File: config.mk
export PLATFORM = sky130hd
export DESIGN_NAME = imem_boot_ctrl
export DESIGN_NICKNAME = d
export VERILOG_FILES = /design/src/rtl/imem_boot_ctrl.sv
export SDC_FILE = /design/constraint.sdc
export NUM_CORES = 1
export LEC_CHECK = 0
export CAP_MARGIN = 20
export CELL_PAD_IN_SITES_DETAIL_PLACEMENT = 0
export CELL_PAD_IN_SITES_GLOBAL_PLACEMENT = 1
export CORE_AREA = 2 2 104 106
export DETAILED_ROUTE_END_ITERATION = 16
export DIE_AREA = 0 0 106 108
export GPL_TIMING_DRIVEN = 0
export HOLD_SLACK_MARGIN = 0.05
export PLACE_DENSITY_LB_ADDON = 0.1
export SETUP_SLACK_MARGIN = 0.4
export SLEW_MARGIN = 20
export SYNTH_ARGS = -nofsm -noshare
export SYNTH_HDL_FRONTEND = slang
export SYNTH_SLANG_ARGS = --single-unit
File: constraint.sdc
create_clock -name clk -period 2.3 [get_ports clk]
set_input_delay 0.69 -clock clk [delete_from_list [all_inputs] [get_ports clk]]
set_output_delay 0.69 -clock clk [all_outputs]
set_load 0.005 [all_outputs]
File: src/rtl/imem_boot_ctrl.sv
// Boot/run sequencer: assembles a host byte stream into LE words, writes imem from word 0, then releases the core.
// Latency: one word is written on the cycle after its 4th byte is accepted; ECALL stalls the core combinationally and halts it on the next cycle.
// Backpressure: byte_ready is high only in LOAD, so bytes offered outside a load are ignored.
//
// Ports:
//   clk, rst          - clock; synchronous active-high reset
//   start, load_len   - load/restart request; word count (0 = run existing image, clamped to DEPTH)
//   byte_in/valid/ready - loader byte stream with valid/ready handshake
//   mem_we/waddr/wdata  - instruction memory write port (one pulse per word)
//   fetch_instr       - instruction currently presented to the core
//   cpu_hold, cpu_pc_rst, halted - core control and status
//   words_loaded      - words written by the current or last load
module imem_boot_ctrl #(
    parameter int          ADDR_W     = 6,
    parameter int          DEPTH      = 64,
    parameter logic [31:0] ECALL_WORD = 32'h0000_0073
) (
    input  logic              clk,
    input  logic              rst,
    input  logic              start,
    input  logic [ADDR_W:0]   load_len,
    input  logic [7:0]        byte_in,
    input  logic              byte_valid,
    output logic              byte_ready,
    output logic              mem_we,
    output logic [ADDR_W-1:0] mem_waddr,
    output logic [31:0]       mem_wdata,
    input  logic [31:0]       fetch_instr,
    output logic              cpu_hold,
    output logic              cpu_pc_rst,
    output logic              halted,
    output logic [ADDR_W:0]   words_loaded
);

    typedef enum logic [2:0] {
        S_IDLE,
        S_LOAD,
        S_DONE,
        S_RUN,
        S_HALT
    } state_t;

    localparam logic [ADDR_W:0] DEPTH_W = (ADDR_W+1)'(DEPTH);
    localparam logic [ADDR_W:0] CNT_ONE = (ADDR_W+1)'(1);

    state_t          state;
    state_t          state_nxt;
    logic [ADDR_W:0] len_q;
    logic [1:0]      byte_idx;
    logic [23:0]     asm_q;       // lower three bytes of the word being assembled
    logic [ADDR_W:0] wl_inc;
    logic            start_ok;
    logic            load_accept;
    logic            take_byte;
    logic            is_ecall;
    logic            last_word;

    assign is_ecall    = (fetch_instr == ECALL_WORD);
    assign wl_inc      = words_loaded + CNT_ONE;
    assign last_word   = (wl_inc == len_q);
    // start only counts when the controller is not mid-load
    assign start_ok    = start && (state == S_IDLE || state == S_RUN || state == S_HALT);
    assign load_accept = start_ok && (load_len != '0);
    assign take_byte   = byte_valid && (state == S_LOAD);

    always_ff @(posedge clk) begin
        if (rst) begin
            state <= S_IDLE;
        end else begin
            state <= state_nxt;
        end
    end

    always_comb begin
        state_nxt  = state;
        byte_ready = 1'b0;
        cpu_hold   = 1'b1;
        cpu_pc_rst = 1'b1;
        halted     = 1'b0;
        case (state)
            S_IDLE: begin
                if (start) state_nxt = (load_len != '0) ? S_LOAD : S_RUN;
            end
            S_LOAD: begin
                byte_ready = 1'b1;
                if (byte_valid && byte_idx == 2'd3 && last_word) state_nxt = S_DONE;
            end
            S_DONE: begin
                state_nxt = S_RUN;
            end
            S_RUN: begin
                cpu_pc_rst = 1'b0;
                // freeze the PC on the ECALL itself, same cycle it is fetched
                cpu_hold   = is_ecall;
                if (start) state_nxt = (load_len != '0) ? S_LOAD : S_RUN;
                else if (is_ecall) state_nxt = S_HALT;
            end
            S_HALT: begin
                cpu_pc_rst = 1'b0;
                halted     = 1'b1;
                if (start) state_nxt = (load_len != '0) ? S_LOAD : S_RUN;
            end
            default: state_nxt = S_IDLE;
        endcase
    end

    always_ff @(posedge clk) begin
        if (rst) begin
            len_q        <= '0;
            byte_idx     <= '0;
            asm_q        <= '0;
            mem_we       <= 1'b0;
            mem_waddr    <= '0;
            mem_wdata    <= '0;
            words_loaded <= '0;
        end else begin
            mem_we <= 1'b0;
            if (load_accept) begin
                len_q        <= (load_len > DEPTH_W) ? DEPTH_W : load_len;
                byte_idx     <= '0;
                words_loaded <= '0;
            end else if (take_byte) begin
                byte_idx <= byte_idx + 2'd1;
                case (byte_idx)
                    2'd0: asm_q[7:0]   <= byte_in;
                    2'd1: asm_q[15:8]  <= byte_in;
                    2'd2: asm_q[23:16] <= byte_in;
                    default: begin
                        // words_loaded doubles as the write pointer; len <= DEPTH keeps it in range
                        mem_we       <= 1'b1;
                        mem_waddr    <= words_loaded[ADDR_W-1:0];
                        mem_wdata    <= {byte_in, asm_q};
                        words_loaded <= wl_inc;
                    end
                endcase
            end
        end
    end

endmodule

==> results.py <==
metrics = {
    "sta": {
        "tightest_slew_ns": 0.559,
        "timing.final.crit_share_pct": 106,
        "fin_worst_skew_ns": 0.0126,
        "setup_viol": 3,
        "hold_violations": 0,
        "fin_crit_ns": 2.43,
        "max-slew-margin-rel_pct": 62.7,
        "fmax_mhz": 412,
        "rsz0062_at_grt": "yes",
        "setup_slack_ns": -0.128,
        "slew_violations": 0,
    },
    "logic_synthesis": {
        "ys_seq_area_share_pct": 47.6,
        "ys_ff_latch": 82,
        "syn_nets": 483,
        "synth_ff_type": "dfxtp_1",
        "syn_area_sq_um": 3450,
        "ys_types": 51,
        "synthCells": 426,
        "syn_avg_cell_area_sq_um": 8.09,
        "yosys_warnings": 0,
        "async_flop_share_pct": 0,
        "synth-edff-count": 0,
    },
    "placement": {
        "hpwl_mm": 6.98,
        "io_buffer_count": 99,
        "post-place-ws_ns": -0.771,
        "gp_congestion": 0.784,
        "dpl_cell_area_sq_um": 4620,
    },
    "worst_setup_path": {
        "critPathSlowestCell": "and4b_1",
        "worstPathRequired_ns": 2.53,
        "cp.depth": 18,
        "max_stage_delay_ns": 0.19,
        "crit_buf_inv": 13,
        "critPathKind": "input port to flip-flop",
        "path_common_cell": "buf_6",
        "crit_family": "buffers and inverters",
        "cp-end-kind": "flip-flop",
        "worstPathArrival_ns": 2.66,
        "cp_cell_sequence": "buf_6 -> and4b_1 -> nand4_1 -> o21ai_2 -> buf_4 -> buf_6 -> buf_6 -> buf_6 -> buf_6 -> buf_6 -> buf_6 -> buf_6 -> buf_6 -> buf_6 -> buf_6 -> buf_6 -> a21oi_2 -> nor3_1",
        "critPathMaxFanout": 2,
        "r2r.worst_path.cells": 17,
        "cp-start-kind": "input port",
    },
    "floorplan": {
        "die_h_um": 108,
        "num_rows": 37,
        "dieArea_sq_um": 11400,
        "ioPinCount": 101,
        "die-width_um": 106,
        "start_util_pct": 33.7,
        "placeableCoreArea_sq_um": 10200,
    },
    "grt": {
        "grt_pass1_wl_mm": 16.3,
        "met3_usage_pct": 4.16,
        "busiest_layer": "met2",
        "grtUsageMet2_pct": 29.2,
        "first_global_vias": 3329,
        "grt-ovfl-total": 0,
        "grt_usage_pct": 17.9,
        "grt.met1_usage_pct": 23.7,
        "antenna_found_initial": 0,
        "grt_max_degree": 16,
    },
    "worst_hold_path": {
        "whs_path_depth": 2,
        "min-delay-path-class": "flip-flop to flip-flop",
    },
    "cells_and_area": {
        "postLayoutCoreUtil_pct": 52.3,
        "fillCellCount": 1012,
        "stdcell_area_sq_um": 5350,
        "multi_input_area_sq_um": 1810,
        "nNetsFinal": 628,
        "seq_area_sq_um": 1700,
        "synthToLayoutAreaGrowth_pct": 55.1,
        "antenna_cells": 0,
        "layout-drive-gt1-share_pct": 29.0,
    },
    "clock_network": {
        "cts_hold_buf": 0,
        "clk_latency_ns": 0.35,
        "htreeDepth": 3,
        "cts-root-buf": "clkbuf_8",
        "cts_made_buffers": 9,
        "cts_tree": "yes",
        "cts.sinks": 82,
        "path_clk_slew_ns": 0.08,
        "cts_buffer_depth": 2,
    },
    "drt": {
        "viasPerCell": 4.79,
        "drt_iter0_markers": 104,
        "wl_per_cell_um": 14.2,
        "ant_nets": 0,
        "first_pass_iters": 4,
        "drt_wl_total_mm": 10.1,
        "drc": 0,
        "num_vias": 3412,
    },
    "pwr": {
        "power.density_nw_per_um2": 516,
        "irDropWorstVdd_mv": 0.229,
        "power_leakage_nw": 2.51,
    },
    "status": {
        "violations": "setup timing",
        "status": "finished, violations left",
    },
    "job": {
        "cap_violations": 0,
    },
}
==> cells by family after synthesis <==
logic type / count (synthesis) / synth area share (%)
compound gates: 91 / 15.4
buf+inv: 35 / 4.54
mux: 1 / 0.290
flops: 82 / 47.6
simple gates: 196 / 26.2
fa+ha+maj: 6 / 2.18
xor+xnor: 15 / 3.81
==> state kept, by name, summed over array words and instances (netlist names) <==
name,flops
asm_q,24
byte_idx,2
len_q,7
mem_waddr,6
mem_wdata,32
mem_we,1
state,3
words_loaded,7
==> tightest hold or removal path: stages, from the launching register on <==
cell and delay [ns]:
dfxtp_1 0.31, nand2_1 0.05, a21oi_1 0.05
==> through the flow <==
stage / setup TNS (ns) / instances / total power, mW / hold WS, ns
after floorplan: 0 / 426 / 1.56 / 0.432
after global placement: -7.72 / 661 / 1.69 / 0.441
after detailed placement: -8.35 / 661 / 1.69 / 0.448
after CTS: -0.128 / 705 / 2.79 / 0.451
after global routing: -0.461 / 712 / 2.89 / 0.467
final: -0.259 / 712 / 2.76 / 0.452
==> placed cells by master, fill, tap and decap left out, drive strengths merged, types with 18 or more instances in the layout <==
cell / instances
buf: 73
nand2: 109
nor2: 21
a21oi: 70
clkbuf: 31
dfxtp: 82
clkdlybuf4s50: 18
dlygate4sd2: 18
dlymetal6s2s: 28
nand3: 28
==> cells in the mapped netlist, types with 3 or more instances <==
cell      count  share of area [%]
a22o_1        4                1.0
nand4_1       4               0.73
clkbuf_1     20                2.2
nor4_1       10                1.8
xor2_1        6                1.5
nand2_1     108                 12
and2_1        4               0.73
ha_1          6                2.2
inv_1         5               0.54
dfxtp_1      82                 48
nand2b_1      3               0.54
buf_4         4               0.87
nand3_1      27                3.9
buf_2         4               0.58
nor2_1       21                2.3
xnor2_1       9                2.3
o21ai_0       3               0.44
a21oi_1      69                 10
==> per-layer routing <==
metal,vias to the layer above,share of wire (%)
met1,1593,47
met5,-,0
met4,0,1.2
met3,8,4.3
li1,1739,-
met2,72,47
==> report_power, final <==
group          internal (mW)  switching (mW)  total (mW)
logic                  0.109           0.112       0.221
clock network          0.545           0.553        1.10
registers               1.43          0.0128        1.44
==> final timing paths <==
path,start,to,slack (ns)
setup / recovery,fetch_instr[6],state[2],-0.13
hold / removal,asm_q[6],mem_wdata[6],0.45
setup reg to reg,state[1],state[2],-0.01
hold reg to reg,asm_q[6],mem_wdata[6],0.45
==> timing repair <==
item                                    in CTS  in global routing
buffers inserted                            27                  7
gates cloned                                 1                  0
endpoints found under the setup margin     105                112
pin swaps                                   24                 16
resized for setup                          195                 72
==> layout make-up <==
cell class | instances | area share [%]
inverters | 6 | 0.421
clock inverters | 6 | 1.38
multi-input cells | 309 | 33.8
flip-flops and latches | 82 | 31.7
well taps | 136 | 3.18
plain buffers | 29 | 2.83
clock buffers | 10 | 2.57
repair buffers | 134 | 24.1
(Power assumes the default switching activity.)
